**src/rtl/mitch_mult_pipe_if.sv**
```systemverilog
// Operand/result stream bundle for the Mitchell multiplier: valid/ready on both sides.
// The slave modport is the multiplier's view; the master modport is the producer/consumer's view.
interface mitch_mult_pipe_if #(
    parameter int N = 16
);
    logic           in_valid;
    logic           in_ready;
    logic [N-1:0]   x;
    logic [N-1:0]   y;
    logic           exact;
    logic           out_valid;
    logic           out_ready;
    logic [2*N-1:0] p_out;

    modport slave (
        input  in_valid, x, y, exact, out_ready,
        output in_ready, out_valid, p_out
    );

    modport master (
        output in_valid, x, y, exact, out_ready,
        input  in_ready, out_valid, p_out
    );
endinterface

```
**src/rtl/mitch_mult_pipe.sv**
```systemverilog
// Pipelined Mitchell log multiplier with an exact-mode bypass; result 4 edges after the transfer edge.
// Backpressure: a held result freezes the whole pipe and drops in_ready; nothing is lost or reordered.
module mitch_mult_pipe #(
    parameter int N = 16,
    parameter int W = 6
) (
    input  logic           clk,
    input  logic           rst,
    mitch_mult_pipe_if.slave bus
);
    localparam int KW = $clog2(N);
    localparam int IW = 2 * N + W + 1;
    localparam int PW = 2 * N;

    typedef struct packed {
        logic         vld;
        logic         ex;
        logic [N-1:0] x;
        logic [N-1:0] y;
    } s1_t;

    typedef struct packed {
        logic          vld;
        logic          ex;
        logic          zero;
        logic [KW-1:0] k1;
        logic [KW-1:0] k2;
        logic [W-1:0]  m1;
        logic [W-1:0]  m2;
        logic [N-1:0]  x;
        logic [N-1:0]  y;
    } s2_t;

    typedef struct packed {
        logic          vld;
        logic          ex;
        logic          zero;
        logic [KW:0]   ksum;
        logic [W:0]    msum;
        logic [PW-1:0] prod;
    } s3_t;

    function automatic logic [KW-1:0] lead_one(input logic [N-1:0] a);
        logic [KW-1:0] r;
        r = '0;
        for (int i = 0; i < N; i++) begin
            if (a[i]) r = KW'(i);
        end
        return r;
    endfunction

    // Shift the leading one up to the MSB; the W bits just below it are the mantissa.
    function automatic logic [W-1:0] mant(input logic [N-1:0] a, input logic [KW-1:0] k);
        logic [KW-1:0] sh;
        logic [N-1:0]  norm;
        sh   = KW'(N - 1) - k;
        norm = a << sh;
        return norm[N-2 -: W];
    endfunction

    s1_t s1, s1_d;
    s2_t s2, s2_d;
    s3_t s3, s3_d;
    logic [PW-1:0] p_next;
    logic          en;

    assign en           = !bus.out_valid || bus.out_ready;
    assign bus.in_ready = en && !rst;

    always_comb begin
        s1_d     = '0;
        s1_d.vld = bus.in_valid;
        s1_d.ex  = bus.exact;
        s1_d.x   = bus.x;
        s1_d.y   = bus.y;
    end

    always_comb begin
        s2_d      = '0;
        s2_d.vld  = s1.vld;
        s2_d.ex   = s1.ex;
        s2_d.zero = (s1.x == '0) || (s1.y == '0);
        s2_d.k1   = lead_one(s1.x);
        s2_d.k2   = lead_one(s1.y);
        s2_d.m1   = mant(s1.x, s2_d.k1);
        s2_d.m2   = mant(s1.y, s2_d.k2);
        s2_d.x    = s1.x;
        s2_d.y    = s1.y;
    end

    always_comb begin
        s3_d      = '0;
        s3_d.vld  = s2.vld;
        s3_d.ex   = s2.ex;
        s3_d.zero = s2.zero;
        s3_d.ksum = {1'b0, s2.k1} + {1'b0, s2.k2};
        s3_d.msum = {1'b0, s2.m1} + {1'b0, s2.m2};
        s3_d.prod = s2.x * s2.y;
    end

    // Antilog: a mantissa-sum carry means the implicit one is already in msum[W].
    always_comb begin
        p_next = '0;
        if (s3.zero) begin
            p_next = '0;
        end else if (s3.ex) begin
            p_next = s3.prod;
        end else if (s3.msum[W]) begin
            p_next = PW'((IW'(s3.msum) << (s3.ksum + 1'b1)) >> W);
        end else begin
            p_next = PW'((IW'({1'b1, s3.msum[W-1:0]}) << s3.ksum) >> W);
        end
    end

    always_ff @(posedge clk) begin
        if (rst) begin
            s1            <= '0;
            s2            <= '0;
            s3            <= '0;
            bus.out_valid <= 1'b0;
            bus.p_out     <= '0;
        end else if (en) begin
            s1            <= s1_d;
            s2            <= s2_d;
            s3            <= s3_d;
            bus.out_valid <= s3.vld;
            if (s3.vld) bus.p_out <= p_next;
        end
    end
endmodule

```
**src/flat_wrapper.sv**
```systemverilog
// flat-port wrapper written by rule: the top's interface ports become plain ports
module mitch_mult_pipe_flat 
#(
    parameter int N = 16,
    parameter int W = 6
)
  (clk, rst, bus_in_valid, bus_x, bus_y, bus_exact, bus_out_ready, bus_in_ready, bus_out_valid, bus_p_out);
  mitch_mult_pipe_if #(.N(N)) bus_i ();
  input  logic clk;
  input  logic rst;
  input wire logic [$bits(bus_i.in_valid)-1:0] bus_in_valid;
  input wire logic [$bits(bus_i.x)-1:0] bus_x;
  input wire logic [$bits(bus_i.y)-1:0] bus_y;
  input wire logic [$bits(bus_i.exact)-1:0] bus_exact;
  input wire logic [$bits(bus_i.out_ready)-1:0] bus_out_ready;
  output wire logic [$bits(bus_i.in_ready)-1:0] bus_in_ready;
  output wire logic [$bits(bus_i.out_valid)-1:0] bus_out_valid;
  output wire logic [$bits(bus_i.p_out)-1:0] bus_p_out;
  assign bus_i.in_valid = bus_in_valid;
  assign bus_i.x = bus_x;
  assign bus_i.y = bus_y;
  assign bus_i.exact = bus_exact;
  assign bus_i.out_ready = bus_out_ready;
  assign bus_in_ready = bus_i.in_ready;
  assign bus_out_valid = bus_i.out_valid;
  assign bus_p_out = bus_i.p_out;
  mitch_mult_pipe #(.N(N), .W(W)) u_core (.clk(clk), .rst(rst), .bus(bus_i));
endmodule
```
**config.mk**
```make
export PLATFORM = sky130hd
export DESIGN_NAME = mitch_mult_pipe_flat
export DESIGN_NICKNAME = d
export VERILOG_FILES = /design/src/rtl/mitch_mult_pipe_if.sv /design/src/rtl/mitch_mult_pipe.sv /design/src/flat_wrapper.sv
export SDC_FILE = /design/constraint.sdc
export NUM_CORES = 1
export LEC_CHECK = 0
export CORE_ASPECT_RATIO = 0.75
export CORE_MARGIN = 2
export CORE_UTILIZATION = 40
export CTS_CLUSTER_DIAMETER = 60
export CTS_CLUSTER_SIZE = 8
export DETAILED_ROUTE_END_ITERATION = 12
export PLACE_DENSITY = 0.71
export SYNTH_ARGS = -nofsm -noshare
export SYNTH_HDL_FRONTEND = slang
export SYNTH_SLANG_ARGS = --single-unit
```
**constraint.sdc**
```tcl
create_clock -name clk -period 6.3 [get_ports clk]
set_input_delay 0.945 -clock clk [delete_from_list [all_inputs] [get_ports clk]]
set_output_delay 0.945 -clock clk [all_outputs]
set_load 0.1 [all_outputs]
```
======== Word-level counts from Yosys, hierarchy flattened ========
Cells that the tools add are included.
Widths: inputs -> output; s select.
storage, ports and cells
  flip-flop bits (word level) ............. 169
  bits in latches ......................... 0
  memory bits (writable) .................. 0
  bits in read-only memories .............. 0
  input port bits ......................... 37
  output and inout port bits .............. 34
  word-level logic and storage cells ...... 72
  memories ................................ 0
cells by class
  $add $sub $neg .......................... 5
  $mul .................................... 1
  divide/modulo/power cells ............... 0
  $lt $le $gt $ge ......................... 0
  equality and inequality tests ........... 0
  shifts and indexed selects .............. 4
  mux-type cells .......................... 33
  bitwise operators ....................... 0
  reductions and logical operators ........ 8
operators by type and width
  kind                 number
  $mux 32              3
  $shl 7x5->38         2
  $mux 4               16
  $logic_not 16->1     2
  $mul 16x16->32       1
  $shl 16x4->15        2
  $mux 3               8
  $mux 2               4
  $sub 4x4->4 const A  2
  $add 6x6->7          1
  $add 4x4->5          1
  $add 5x1->5 const B  1
  $logic_not 1->1      2
  $logic_or 1x1->1     2
  $mux 1               2
  $reduce_and 2->1     1
  $logic_and 1x1->1    1

======== Depth between registers and ports, before layout ========
Gate-level depths: netlist of run 1.
  depth in word-level cells ............... 17
  depth in mapped cells ................... 24
  mapped depth without buffers ............ 22

======== Worst setup path before layout of run 1 ========
Ideal clock, no wire load.
  path type ............................... register to register
  start ................................... register u_core.s2[7] in the netlist's numbering
  end ..................................... register u_core.s3[28] in the netlist's numbering
  data arrival time ....................... 5908 ps
  required time ........................... 6241 ps
  path slack .............................. 333 ps
  stages on the path, launching flop included .. 24
  buffers on the path ..................... 2
  cells stage by stage .................... dfxtp_1 > clkbuf_1 > clkbuf_1 > nand2_1 > fa_1 > inv_1 > fa_1 > inv_1 > fa_1 > inv_1 > fa_1 > fa_1 > inv_1 > fa_1 > inv_1 > ha_1 > and2_1 > nor2b_1 > a21boi_1 > o21bai_1 > nand2_1 > a211o_1 > a2111oi_0 > o31a_1
on the way
  cells in the longest elaborated chain, start to end .. 1
RTL lines
  what                    RTL line                RTL
  start, declared         mitch_mult_pipe.sv:62   s2_t s2, s2_d;
  start signal, assigned  mitch_mult_pipe.sv:118  s2 <= '0;
  start signal, assigned  mitch_mult_pipe.sv:124  s2 <= s2_d;
  $mul 16x16->32          mitch_mult_pipe.sv:98   s3_d.prod = s2.x * s2.y;
  end signal, assigned    mitch_mult_pipe.sv:119  s3 <= '0;
  end signal, assigned    mitch_mult_pipe.sv:125  s3 <= s3_d;
  end, declared           mitch_mult_pipe.sv:63   s3_t s3, s3_d;
No other way between the ends.
A chain may end at the register's enable or synchronous reset.

======== Worst setup path after layout of run 1 ========
  start ................................... register u_core.s2[14] in the netlist's numbering
  end ..................................... register u_core.s3[31] in the netlist's numbering
The elaborated chain is that of the path after synthesis.

==> results.ini, run 1 <==
[outcome]
outcome = finished, final reports clean

[placement]
post_dp_cell_area_mm2 = 0.0186
hpwlAfterDp_um = 38700
routabilityCongestion = 0.979
io_buffers = 70
place_ws_ns = -0.0746
place_inst = 2723

[grt]
grt_overflow_total = 0
use_met1 = 0.313
grt_use_met2 = 0.352
globalRouteMet3Util = 0.0477
grt_max_degree = 105
antenna_found_initial = 1
grt.busiest_layer = met2
grt_pass1_wl_um = 79900
grt_pass1_vias = 15100
grt_usage = 0.224

[timing]
period_share = 0.965
fmax_ghz = 0.165
fin_ws_ns = 0.222
period_needed_ns = 6.08
skew_ns = 0.0176
setup_violations = 0
setup_tns_ns = 0
worst_pin_slew_ns = 1.17
slew_violations = 0
slew_headroom = 0.218
hold_viol = 0

[clocking]
clk-insertion-delay-late_ns = 0.45
cts_made_buffers = 17
cts.sinks = 169
clock_path_buffers = 2
cts_tree = yes
post-cts-setup-buffers = 0
ctsHoldBuffers = 0
clk_pin_slew_worst_paths_ns = 0.07
root_buffer = clkbuf_16
htreeDepth = 4

[setup_path]
reg2reg_from = u_core.s2[14]
startpoint_type = register
startpoint = u_core.s2[14]
cp_data_required_time_ns = 6.62
crit_type = register to register
end_kind = register
arrival_ns = 6.40
crit_fanout = 12

[power]
worst_ir_drop_vdd_mv = 0.170
powerDensity_mw_per_mm2 = 163
p_total_uw = 3160
p_leak_uw = 0.00860

[routing]
drcViolationCount = 0
drt_iter0_drc = 1115
vias_per_cell = 5.43
finalWirelength_um = 49500
firstDrtPassIters = 5
wl_per_cell_um = 18.0
via_count = 15000
ant_nets = 0

[min_path]
worstHoldStart = u_core.s3[19]
hp-class = register to register

[die]
start_util = 0.408
die_h_um = 184
io_pins = 71
core_area_mm2 = 0.0424
row_count = 65
die_w_um = 244
dieArea_mm2 = 0.0449

[cells_and_area]
stdcell_count = 2755
stdcell_area_mm2 = 0.0194
n_antenna_cell = 0
area_growth_pct = 12.0
layout-drive-gt1-share = 0.0737
nets = 2522

[synthesis]
ys.flop_type = dfxtp_1
syn_nets = 2506
synth_cells = 2157
synth_area_mm2 = 0.0173
syn_area_per_cell_um2 = 8.01
synth-seq-area-share = 0.196
ys_async_sr_fraction = 0
ys_types = 75
ys_seq_elements = 169
yosys_warnings = 0
synth_edf_count = 0

[job]
maxCapViolCount = 0

## through the flow
| stage | hold WS (ns) | util |
|---|---|---|
| after floorplan | 0.425 | - |
| after global placement | 0.441 | 0.440 |
| after detailed placement | 0.447 | 0.440 |
| after CTS | 0.457 | 0.455 |
| after global routing | 0.479 | 0.457 |
| final | 0.455 | 0.457 |
## repair_timing
action                     CTS  global route
setup endpoints to repair    2             6
pin swaps                    0             3
resized for setup            9            33
## flip-flops by register name (all words and copies together), names as in the netlist
register,cells
u_core.bus.out_valid,1
u_core.bus.p_out,32
u_core.s1,34
u_core.s2,55
u_core.s3,47
## metal layers
layer  vias up  wire, um
met5         -         0
met4         0       984
met3        59      3380
met2       452     21900
li1       7065         -
met1      7377     23200
## synthesized netlist by cell type (17+ instances only)
library cell | number | area share
nor3_1 | 18 | 0.0052
ha_1 | 116 | 0.084
a211oi_1 | 20 | 0.0087
and2_1 | 126 | 0.046
clkbuf_1 | 117 | 0.025
a22oi_1 | 42 | 0.018
o21ai_0 | 83 | 0.024
fa_1 | 196 | 0.23
inv_1 | 251 | 0.055
a21oi_1 | 172 | 0.050
nand2_1 | 413 | 0.090
mux2i_1 | 41 | 0.024
dfxtp_1 | 169 | 0.20
nor2_1 | 126 | 0.027
nand3_1 | 28 | 0.0081
xnor2_1 | 17 | 0.0086
## cells by family after synthesis
family,synth area share
XOR/XNOR,0.0147
AO/OA/AOI/OAI,0.157
adder cells (fa/ha/maj),0.311
AND/OR/NAND/NOR,0.199
flip-flops,0.196
multiplexers,0.0348
buffers and inverters,0.0877
## worst max-delay path, cell delays in order, from the launching register on
cell and delay, ns:
dfxtp_1 0.67, nand2_1 0.16, fa_1 0.53, inv_1 0.05
fa_1 0.47, inv_1 0.05, fa_1 0.48, inv_1 0.05
fa_1 0.50, fa_1 0.45, ha_1 0.31, ha_1 0.38
a21o_1 0.23, a31o_2 0.22, a221oi_1 0.48, a31oi_2 0.23
a211oi_2 0.26, nor2_1 0.08, a2111oi_1 0.37
## cells in the final DEF, fill, tap and decap left out, drive strengths merged, types with 12 or more instances in the layout
cell type | Yosys | final
clkdlybuf4s50 | 0 | 68
nand2 | 413 | 413
a31oi | 13 | 13
nand3 | 28 | 28
xnor2 | 17 | 17
inv | 252 | 258
fa | 196 | 196
a21oi | 172 | 172
nor2 | 126 | 126
mux2i | 41 | 41
nor3 | 18 | 18
clkbuf | 121 | 19
a22oi | 42 | 42
o21ai | 86 | 86
dfxtp | 169 | 169
nand2b | 12 | 12
nor2b | 14 | 14
a211oi | 20 | 20
xor2 | 12 | 12
ha | 116 | 116
and2 | 127 | 127
buf | 15 | 66
a21o | 13 | 13
## worst paths after layout
| kind | to | slack [ns] | cells after the start |
|---|---|---|---|
| worst max register to register | u_core.s3[31] | 0.22 | 18 |
| worst max-delay path | u_core.s3[31] | 0.22 | 18 |
| worst min-delay path | u_core.s3[19] | 0.45 | 2 |
| worst min register to register | u_core.s3[19] | 0.45 | 2 |
## area by class of cell
type | count | area [um2]
tap | 569 | 712
clock inverter | 13 | 179
sequential | 169 | 3430
clock buffer | 19 | 443
timing repair buffer | 134 | 1180
inverter | 252 | 946
multi-input combinational | 1599 | 12500
fill | 4147 | 23000
## power breakdown
part | total (uW) | internal, uW | switching (uW)
Combinational | 784 | 302 | 483
Clock | 1140 | 646 | 491
Sequential | 1240 | 1130 | 112
Total | 3160 | 2080 | 1090
No activity file was read; power rests on OpenSTA's default activity.
==> run 2, diff against run 1 <==
HOLD_SLACK_MARGIN = 0.02   (was default)
==> results of run 2 <==
The final DEF is identical to that of run 1; final timing and power are the same.
==> run 3, diff against run 2 <==
CORE_MARGIN = 3   (was 2)
==> run 3 against run 2 <==
  * Sequential cell count stayed put
  * Clock skew decreased by 0.0081 ns
  * Clock-buffer cell count is 1 higher
  * Routed wire length fell by 0.68%
  * Via count is essentially flat
  * Core utilization decreased by 0.17 points
  * Hold slack hardly changed
  * Critical path depth is 6 higher
  * Clock power is 6% lower
  * Design area shrank 0.38%
==> results.ini, run 3 (synthesized netlist as in run 1, its figures left out) <==
[clocking]
post-cts-setup-buffers = 0
cts_made_buffers = 17
htreeDepth = 4
clk-insertion-delay-late_ns = 0.44
clk_pin_slew_worst_paths_ns = 0.07
root_buffer = clkbuf_16
cts_tree = yes
ctsHoldBuffers = 0
clock_path_buffers = 2
cts.sinks = 169

[timing]
skew_ns = 0.00946
period_needed_ns = 6.08
holdWs_ns = 0.455
setup_violations = 0
slew_violations = 0
setup_tns_ns = 0
slew_headroom = 0.209
hold_viol = 0
period_share = 0.965
fmax_ghz = 0.165
worst_pin_slew_ns = 1.18

[routing]
ant_nets = 0
drcViolationCount = 0
drt_iter0_drc = 1532
finalWirelength_um = 49100
vias_per_cell = 5.43
wl_per_cell_um = 17.8
via_count = 14900
firstDrtPassIters = 6

[die]
die_h_um = 186
row_count = 65
io_pins = 71
start_util = 0.408
die_w_um = 246
dieArea_mm2 = 0.0458
core_area_mm2 = 0.0424

[cells_and_area]
n_antenna_cell = 0
top_regs = u_core.s2: 55 flops, u_core.s3: 47 flops, u_core.s1: 34 flops
fin_util = 0.455
layout_commonest_cell = nand2_1
final_cell_mix = nand2_1 (413), inv_1 (251), fa_1 (196)
fillCellCount = 4168
nets = 2521
top_register = u_core.s2
stdcell_count = 2754
area_growth_pct = 11.6
largest_reg_flops = 55
layout-drive-gt1-share = 0.0700

[power]
worst_ir_drop_vdd_mv = 0.165
p_leak_uw = 0.00858
powerDensity_mw_per_mm2 = 160
p_total_uw = 3080

[setup_path]
crit_chain = buf_4 > and2_1 > fa_1 > inv_1 > fa_1 > fa_1 > fa_1 > inv_1 > fa_1 > inv_1 > fa_1 > inv_1 > ha_1 > buf_4 > and3_1 > a221o_1 > nor2_1 > a21oi_2 > nand2_1 > a31oi_1 > buf_4 > a21boi_1 > xor2_1 > o21ai_0
startpoint = u_core.s2[20]
reg2reg_slack_ns = 0.22
ff2ff_path_depth = 24
cpMostUsedCell = fa_1
crit_path_top_delay_cell = fa_1
max_stage_delay_ns = 0.53
startpoint_type = register
cp_data_required_time_ns = 6.60
critPathCapture = u_core.s3[29]
reg2reg_to = u_core.s3[29]
reg2reg_from = u_core.s2[20]
crit_fanout = 8
end_kind = register
crit_type = register to register
arrival_ns = 6.38

[placement]
io_buffers = 70
hpwlAfterDp_um = 38700
routabilityCongestion = 0.983
place_inst = 2722

[outcome]
outcome = finished, final reports clean

[grt]
grt_max_degree = 98
grt_overflow_total = 0
grt_pass1_vias = 14900
grt_usage = 0.218
antenna_found_initial = 0
grt_pass1_wl_um = 79100

[min_path]
holdPathStages = 2
hp-class = register to register

[job]
maxCapViolCount = 0

-- run 3: cell types whose count changed in the layout (fill, tap and decap cells not counted), sizes merged --
| cell | change |
|---|---|
| buf | -1 |
| bufinv | -2 |
| inv | +1 |
| clkinvlp | +1 |
| clkinv | -1 |
| clkbuf | +1 |
-- run 3: how the worst min path moves through the flow --
stage / from / endpoint
2_1_floorplan: u_core.s3[29] / u_core.s3[29]
3_3_place_gp: u_core.s1[32] / u_core.s1[32]
3_5_place_dp: u_core.s2[54] / u_core.s2[54]
4_1_cts: u_core.s3[24] / u_core.s3[24]
5_1_grt: u_core.s3[12] / u_core.s3[12]
6_report: u_core.s3[24] / u_core.s3[24]
-- run 3: area by class of cell --
cell class / instances / area (um2) / share of cell area
clock buffers: 20 / 457 / 0.0237
inverters: 252 / 946 / 0.0491
well taps: 569 / 712 / 0.0369
clock inverters: 12 / 129 / 0.00668
multi-input cells: 1599 / 12400 / 0.645
repair buffers: 133 / 1180 / 0.0613
flip-flops and latches: 169 / 3430 / 0.178
-- run 3: layer usage --
| metal | wire (um) | GRT usage |
|---|---|---|
| met4 | 1100 | 0.0574 |
| met5 | 0 | 0 |
| met1 | 22600 | 0.305 |
| met3 | 3450 | 0.0451 |
| met2 | 21900 | 0.345 |
-- run 3: critical path: cells and delay by family, from the launching register on --
kind,cells,cell delay (ns)
flops,1,0.40
fa+ha+maj,7,3.12
compound gates,5,0.91
simple gates,4,0.57
xor+xnor,1,0.18
buf+inv,7,0.75
-- run 3: power breakdown --
| part | switching (uW) | internal [uW] | leakage [uW] |
|---|---|---|---|
| clock network | 490 | 579 | 0.000282 |
| registers | 111 | 1130 | 0.00140 |
| logic | 474 | 300 | 0.00690 |
| total | 1070 | 2010 | 0.00858 |
-- run 3: what timing repair did --
item                       CTS  global route
pin swaps                    0             1
resized for setup            5            29
setup endpoints to repair    6             9
-- run 3: through the flow --
| stage | worst slack [ns] | instance area (um2) |
|---|---|---|
| final | 0.222 | 19300 |
| after global placement | -0.0267 | 18600 |
| after floorplan | 0.333 | 17300 |
| after global routing | -0.0456 | 19300 |
| after detailed placement | -0.0934 | 18600 |
| after CTS | 0.00444 | 19200 |
